==> src/rtl/conv_1x1_pkg.sv <==
// Shared types and helpers for the 1x1-conv weight buffer path.
package conv_1x1_pkg;

    typedef enum logic [1:0] {StIdle, StWait, StLoad, StDone} state_e;

    localparam int unsigned DefInCh      = 64;
    localparam int unsigned DefOutCh     = 256;
    localparam int unsigned DefFifoDepth = 1024;

    // Index width that stays legal (>= 1 bit) for single-entry ranges.
    function automatic int unsigned idx_width(input int unsigned n);
        return (n > 1) ? $clog2(n) : 1;
    endfunction

endpackage

==> src/rtl/conv_1x1_occ_counter.sv <==
// Up/down FIFO occupancy counter with full-hold and sticky overflow flag.
module conv_1x1_occ_counter #(
    parameter int unsigned DEPTH = 1024,
    parameter int unsigned CNT_W = 11
) (
    input  logic             clk,
    input  logic             reset,
    input  logic             inc,
    input  logic             dec,
    output logic [CNT_W-1:0] count,
    output logic             overflow
);

    logic [CNT_W-1:0] count_q, count_d;
    logic             overflow_q, overflow_d;

    always_comb begin
        count_d    = count_q;
        overflow_d = overflow_q;
        if (inc && !dec) begin
            // A write into a full FIFO is dropped by the buffer, so the count holds.
            if (count_q == CNT_W'(DEPTH)) begin
                overflow_d = 1'b1;
            end else begin
                count_d = count_q + CNT_W'(1);
            end
        end else if (dec && !inc && (count_q != '0)) begin
            count_d = count_q - CNT_W'(1);
        end
    end

    always_ff @(posedge clk) begin
        if (reset) begin
            count_q    <= '0;
            overflow_q <= 1'b0;
        end else begin
            count_q    <= count_d;
            overflow_q <= overflow_d;
        end
    end

    assign count    = count_q;
    assign overflow = overflow_q;

endmodule

==> src/rtl/conv_1x1_weight_sched.sv <==
// Weight FIFO read scheduler: issues IN_CH-long load bursts per filter once resident.
// Optional CONV1X1_STALL_CNT_EN adds a saturating WAIT-cycle counter output.
module conv_1x1_weight_sched
    import conv_1x1_pkg::*;
#(
    parameter int unsigned IN_CH      = DefInCh,
    parameter int unsigned OUT_CH     = DefOutCh,
    parameter int unsigned FIFO_DEPTH = DefFifoDepth,
    parameter int unsigned CNT_W      = 11
) (
    input  logic                           clk,
    input  logic                           reset,
    input  logic                           w_valid_in,
    input  logic                           start,
    output logic                           load_weights,
    output logic                           weight_valid,
    output logic                           ch_last,
    output logic [idx_width(OUT_CH)-1:0]   filter_idx,
    output logic [CNT_W-1:0]               occupancy,
    output logic                           busy,
    output logic                           done,
`ifdef CONV1X1_STALL_CNT_EN
    output logic [31:0]                    stall_cycles,
`endif
    output logic                           overflow
);

    localparam int unsigned CH_W   = idx_width(IN_CH);
    localparam int unsigned FIDX_W = idx_width(OUT_CH);

    state_e              state_q, state_d;
    logic [CH_W-1:0]     ch_cnt_q, ch_cnt_d;
    logic [FIDX_W-1:0]   filter_idx_q, filter_idx_d;
    logic                wr_q;
    logic                weight_valid_q, ch_last_q;
    logic                last_ch;
    logic [CNT_W:0]      occ_after;

    // wr_q mirrors the weight DFF stage, so it is the actual FIFO write.
    always_ff @(posedge clk) begin
        if (reset) begin
            wr_q <= 1'b0;
        end else begin
            wr_q <= w_valid_in;
        end
    end

    conv_1x1_occ_counter #(
        .DEPTH (FIFO_DEPTH),
        .CNT_W (CNT_W)
    ) u_occ (
        .clk      (clk),
        .reset    (reset),
        .inc      (wr_q),
        .dec      (load_weights),
        .count    (occupancy),
        .overflow (overflow)
    );

    assign last_ch   = (state_q == StLoad) && (ch_cnt_q == CH_W'(IN_CH - 1));
    // Occupancy after this cycle's read, used to chain bursts without a bubble.
    assign occ_after = {1'b0, occupancy} + {{CNT_W{1'b0}}, wr_q} - (CNT_W + 1)'(1);

    always_comb begin
        state_d      = state_q;
        ch_cnt_d     = ch_cnt_q;
        filter_idx_d = filter_idx_q;
        unique case (state_q)
            StIdle: begin
                if (start) begin
                    state_d      = StWait;
                    ch_cnt_d     = '0;
                    filter_idx_d = '0;
                end
            end
            StWait: begin
                if (occupancy >= CNT_W'(IN_CH)) begin
                    state_d = StLoad;
                end
            end
            StLoad: begin
                if (last_ch) begin
                    ch_cnt_d = '0;
                    if (filter_idx_q == FIDX_W'(OUT_CH - 1)) begin
                        state_d = StDone;
                    end else begin
                        filter_idx_d = filter_idx_q + FIDX_W'(1);
                        state_d      = (occ_after >= (CNT_W + 1)'(IN_CH)) ? StLoad : StWait;
                    end
                end else begin
                    ch_cnt_d = ch_cnt_q + CH_W'(1);
                end
            end
            StDone: begin
                state_d = StIdle;
            end
            default: begin
                state_d = StIdle;
            end
        endcase
    end

    always_ff @(posedge clk) begin
        if (reset) begin
            state_q        <= StIdle;
            ch_cnt_q       <= '0;
            filter_idx_q   <= '0;
            weight_valid_q <= 1'b0;
            ch_last_q      <= 1'b0;
        end else begin
            state_q        <= state_d;
            ch_cnt_q       <= ch_cnt_d;
            filter_idx_q   <= filter_idx_d;
            weight_valid_q <= load_weights;
            ch_last_q      <= last_ch;
        end
    end

    always_comb begin
        load_weights = (state_q == StLoad);
        busy         = (state_q == StWait) || (state_q == StLoad);
        done         = (state_q == StDone);
    end

    assign weight_valid = weight_valid_q;
    assign ch_last      = ch_last_q;
    assign filter_idx   = filter_idx_q;

`ifdef CONV1X1_STALL_CNT_EN
    logic [31:0] stall_q;

    always_ff @(posedge clk) begin
        if (reset) begin
            stall_q <= '0;
        end else if ((state_q == StIdle) && start) begin
            stall_q <= '0;
        end else if ((state_q == StWait) && (stall_q != '1)) begin
            stall_q <= stall_q + 32'd1;
        end
    end

    assign stall_cycles = stall_q;
`endif

endmodule
==> config.mk <==
export PLATFORM = sky130hd
export DESIGN_NAME = conv_1x1_weight_sched
export DESIGN_NICKNAME = d
export VERILOG_FILES = /design/src/rtl/conv_1x1_pkg.sv /design/src/rtl/conv_1x1_occ_counter.sv /design/src/rtl/conv_1x1_weight_sched.sv
export SDC_FILE = /design/constraint.sdc
export NUM_CORES = 1
export LEC_CHECK = 0
export CORE_MARGIN = 8
export CORE_UTILIZATION = 55
export DETAILED_ROUTE_END_ITERATION = 10
export GPL_ROUTABILITY_DRIVEN = 0
export PLACE_DENSITY = 0.81
export SETUP_SLACK_MARGIN = 0.02
export SLEW_MARGIN = 10
export SYNTH_ARGS = -nofsm -noshare
export SYNTH_HDL_FRONTEND = slang
export SYNTH_SLANG_ARGS = --single-unit
==> constraint.sdc <==
create_clock -name clk -period 5.35 [get_ports clk]
set_input_delay 1.07 -clock clk [delete_from_list [all_inputs] [get_ports clk]]
set_output_delay 1.07 -clock clk [all_outputs]
set_load 0.1 [all_outputs]
**Word-level counts from Yosys, hierarchy flattened**

Index checks and enable logic that the tools add are counted.

- Register bits after elaboration: 31
- Bits of input ports: 4
- Output and inout port bits: 25
- Word-level logic and storage cells: 59

- $add $sub $neg: 6
- Magnitude comparators: 2
- Equal/unequal tests: 11
- Multiplexer cells: 16
- Reduce and logical (&&, ||, !) cells: 16

Operators by type and width:

| operator | count |
|---|---|
| $mux 11 | 3 |
| $mux 8 | 3 |
| $pmux 8 s2 | 1 |
| $add 11x1->12 | 1 |
| $ge 12x7->1 const B | 1 |
| $mux 6 | 2 |
| $pmux 6 s2 | 1 |
| $sub 12x1->12 const B | 1 |
| $add 11x1->11 const B | 1 |
| $eq 11x11->1 const B | 1 |
| $ge 11x7->1 const B | 1 |
| $reduce_bool 11->1 | 1 |
| $sub 11x1->11 const B | 1 |
| $mux 2 | 5 |
| $ne 2x2->1 const B | 5 |
| $add 8x1->8 const B | 1 |
| $eq 8x8->1 const B | 1 |
| $pmux 2 s4 | 1 |
| $add 6x1->6 const B | 1 |
| $eq 6x6->1 const B | 1 |
| $reduce_and 2->1 | 3 |
| $eq 2x2->1 const B | 2 |
| $logic_and 1x1->1 | 4 |
| $reduce_and 4->1 | 1 |
| 6 further kinds | 8 |

**Depth between registers and ports, before layout**

- Depth after elaboration: 7
- Mapped depth: 12
- Depth with buffers taken out: 11

**Hierarchy**

Synthesis repeated with hierarchy kept, for this count alone.

- Cell total of the unflattened synthesis: 248
- Area total of the unflattened synthesis: 2154.6 sq um

Modules (own cells, without submodules):

| module | times used | cells each | area each (sq um) | seq. area each (sq um) |
|---|---|---|---|---|
| conv_1x1_weight_sched | 1 | 129 | 1167.4 | 380.4 |
| conv_1x1_occ_counter | 1 | 119 | 987.2 | 240.2 |

**Worst setup path before layout**

OpenSTA, ideal clock, no wires.

- Kind: reg2reg
- Start: reg state_q[0]
- End: reg u_occ.count_q[9], in the netlist u_occ.count[9]
- Library setup time: 116 ps
- Arrival: 3180 ps
- Required time: 5234 ps
- Path slack: 2053 ps
- Stages on the path, launching flop included: 13
- Buffers on the path: 1
- Clock period less this slack: 3297 ps
- Cell sequence: dfxtp_1 > inv_1 > ha_1 > buf_6 > nor2_1 > inv_1 > ha_1 > a21o_1 > a41o_1 > a21oi_2 > nor2_1 > or3_1 > a41o_1

- Cells in the longest elaborated chain, start to end: 5
- Elaborated cells between the ends (all ways): 9
- Those cells by class: eq/ne: 2; mux: 1; reduce/logical: 6

Ends and longest elaborated chain:

| element | line | RTL |
|---|---|---|
| start: declaration | conv_1x1_weight_sched.sv:31 | `state_e state_q, state_d;` |
| start signal: assignment | conv_1x1_weight_sched.sv:105 | `state_q <= StIdle;` |
| start signal: assignment | conv_1x1_weight_sched.sv:111 | `state_q <= state_d;` |
| $eq 2x2->1 * | conv_1x1_weight_sched.sv:120 | `load_weights = (state_q == StLoad);` |
| named net load_weights | conv_1x1_weight_sched.sv:15 | `output logic load_weights,` |
| $logic_not 1->1 / $logic_and 1x1->1 (equally long branches) | conv_1x1_occ_counter.sv:20, conv_1x1_occ_counter.sv:27 |  |
| $logic_and 1x1->1, on equally long branches | conv_1x1_occ_counter.sv:20, conv_1x1_occ_counter.sv:27 |  |
| $ne 2x2->1 (no source line) / $reduce_bool 2->1 (equally long branches) | - |  |
| $reduce_and 2->1 (no source line) | - |  |
| end signal: assignment | conv_1x1_occ_counter.sv:37 | `count_q <= count_d;` |
| end: declaration | conv_1x1_occ_counter.sv:14 | `logic [CNT_W-1:0] count_q, count_d;` |

Mark *: on every way through the listed nets, which the timed path passes. The rest lies on a longest branch.
A chain may end at the register's enable or synchronous reset.

**Worst setup path in the final report**

- Start: reg state_q[0]
- End: out load_weights

- Cells in the longest elaborated chain, start to end: 1

Ends and longest elaborated chain:

| element | line |
|---|---|
| $eq 2x2->1 | conv_1x1_weight_sched.sv:120 |
| end: declaration | conv_1x1_weight_sched.sv:15 |

Every way passes these cells.

==> run metrics <==
status completed; r2r setup slk between 2 and 2.5 ns; combinational share of power 69.1%; total negative slack 0 ns; Synth Area per Inst a little under 9 µm²; worst hold path class reg2reg; vias in the first global route 1630; Worst path max stage delay roughly 1.2 ns; pwr dens between 600 and 700 nW/µm²; GRT Total Usage between 10% and 20%; clk sink count 31; Fin. Hold Viols 0; VDD IR max 0.489 mV; Worst-Margin Slew approximately 1.1 ns; Finished Cell Area ~2300 µm²; final layout net count ~270; GRT overflow 0; Final Critical Period 3.50 ns; sequential power share roughly 23%; most used flip-flop cell after synthesis dfxtp_1; Startpoint Class flip-flop; Reg clk slew, reported paths 0.09 ns; Area Overhead vs Synth 18.2%; CP max-delay cell clkdlybuf4s50_1; CTS tree yes; worst-path cell chain inv_1 > ha_1 > clkdlybuf4s50_1; dpl hpwl roughly 3100 µm; clk buf depth 2; Chip Width about 76 µm; FFs w/ async S/R, synth 0%; Setup Buffers After CTS 0; # port buffers 28; post-synthesis cell count ~220; Req. time, crit path roughly 4.3 ns; full die area about 5700 µm²; Rows 21; die height 75.5 µm; Post-Route Utilization 68.5%; total of max-cap violations 0; Max H-tree Level 2; Core Region roughly 3400 µm²; largest net degree at the start of global routing 29; DR pass1 iterations 4; layout cell share with drive strength beyond 1 ~7.5%; Place WS between 2 and 2.5 ns; Num CTS Buffers 5; Synth Cell Area a little under 2000 µm²; Worst EP arrival between 2 and 2.5 ns; first-pass GRT wire length a little over 7000 µm; via count roughly 1700; Synth cell types 46; number of synthesized flops with an enable pin 0; top-level I/O count 29; RSZ-0062 raised after global routing no; worst hold slack approximately 0.48 ns; # DRC 0; Mapped Nets about 240; internal cell power ~690 µW; crit path max fanout 11; slew margin rel. 27.8%; number of hold buffers added after CTS 0; Clock Power Share between 8 and 9%; critical path class reg2out; Iter 0 DRT Violations ~120; P_leak ~0.9 nW; Slew Viols, Final 0; final setup fails 0; final worst slack ~1.9 ns; Wirelength per Cell about 14 µm; # placed instances 291; FF+latch count, synth 31; Via-to-Cell Ratio 5.56; switch share a little under three fifths; clk_lat worst skew 0.33 ns; fillers 296; Fin Clk Skew roughly 0.0071 ns; CP Buf/Inv Count 2; FMAX roughly 290 MHz; Seq/Total Area, Yosys between 30% and 40%; Routed WL ~4100 µm; yosys warns 0; antenna violations before repair 0; endpoint class of the critical path primary output; Resized cells post-CTS 0; switching power between 800 and 900 µW; Root Driver clkbuf_4; post-route non-filler standard cell count roughly 300; diode count 0; crit share post-route around 65%; delay-heaviest family, CP buffers and inverters; initial core utilization between 50% and 60%; Antenna Nets Post-Route 0; Pwr Total between 1.5 and 2 mW; placed cell areas 2250 µm²
[layer usage]
metal	GRT usage [%]	share of wire, %
met5	0	0
met4	4.69	0.68
met3	4.61	4.8
met2	25.5	45
met1	20.0	49
[registers in the layout, summed over array words and instances, names as in the netlist]
name,count
ch_cnt_q,6
ch_last,1
filter_idx,8
state_q,2
u_occ.count,11
u_occ.overflow,1
weight_valid,1
wr_q,1
[logic make-up (layout without fill, tap and decap cells)]
kind of cell,after synthesis,count (layout),synth area share (%)
DFF,31,31,31.9
xor gates and xnor gates,15,15,6.74
muxes,7,7,3.60
AOI/OAI and AO/OA,51,51,18.7
adders and majority gates,18,18,11.9
and+or+nand+nor,83,83,23.1
buffers and inverters,17,48,4.05
[final timing paths]
check,from,to,cells past startpoint
setup / recovery,state_q[0],load_weights,3
hold / removal,ch_cnt_q[3],ch_cnt_q[3],2
setup reg to reg,state_q[0],u_occ.count[9],11
hold reg to reg,ch_cnt_q[3],ch_cnt_q[3],2
[synth_stat cells (2+ instances only)]
cell type	n	area, µm²
nor2_1	39	146
dfxtp_1	31	621
ha_1	17	213
a21oi_1	15	75.1
inv_1	12	45.0
xnor2_1	10	87.6
mux2i_1	7	70.1
nand3_1	7	35.0
o21ai_0	7	35.0
nand2_1	6	22.5
nor3_1	5	25.0
xor2_1	5	43.8
a21o_1	4	30.0
nand2b_1	4	25.0
nand4_1	4	25.0
a211oi_2	3	37.5
clkbuf_1	3	11.3
o21ai_2	3	26.3
o21bai_1	3	22.5
a211oi_1	2	15.0
a31oi_1	2	12.5
a41o_1	2	20.0
buf_6	2	22.5
nor2b_1	2	12.5
nor3b_1	2	15.0
nor4_1	2	12.5
nor4_4	2	42.5
o21a_1	2	15.0
or3_1	2	12.5
[tightest hold or removal path, cell delays in order, from the launching register on]
cell and delay, ns:
dfxtp_1 0.33, nand2b_1 0.07, a21oi_1 0.05
[cell type report]
cell class / instances / area (µm²) / area share [%]
multi-input combinational: 174 / 1250 / 54.2
sequential: 31 / 621 / 27.0
timing repair buffer: 28 / 280 / 12.2
tap: 46 / 57.6 / 2.50
clock buffer: 7 / 45.0 / 1.96
inverter: 12 / 45.0 / 1.96
clock inverter: 1 / 5.00 / 0.217
[power by group through the flow]
stage               Combinational, mW  Clock (mW)  Sequential (mW)
global route                     1.14       0.143            0.358
floorplan                       0.629           0            0.597
CTS                              1.06       0.134            0.347
global placement                 1.05           0            0.351
detailed placement               1.06           0            0.352
finish                           1.06       0.130            0.346
[layout by cell type (no fill, tap or decap), drive strengths merged, types with 2 or more instances in the layout]
| master | count |
|---|---|
| nor2 | 39 |
| dfxtp | 31 |
| clkdlybuf4s50 | 28 |
| ha | 17 |
| a21oi | 16 |
| inv | 12 |
| xnor2 | 10 |
| o21ai | 10 |
| nand3 | 7 |
| mux2i | 7 |
| clkbuf | 7 |
| nand2 | 6 |
| nor3 | 6 |
| xor2 | 5 |
| a211oi | 5 |
| nand4 | 4 |
| a21o | 4 |
| nand2b | 4 |
| nor4 | 4 |
| o21bai | 3 |
| a41o | 2 |
| or3 | 2 |
| nor3b | 2 |
| o21a | 2 |
| nor2b | 2 |
| a31oi | 2 |
| and3 | 2 |
Note: power is estimated with default switching activity, not from simulation.
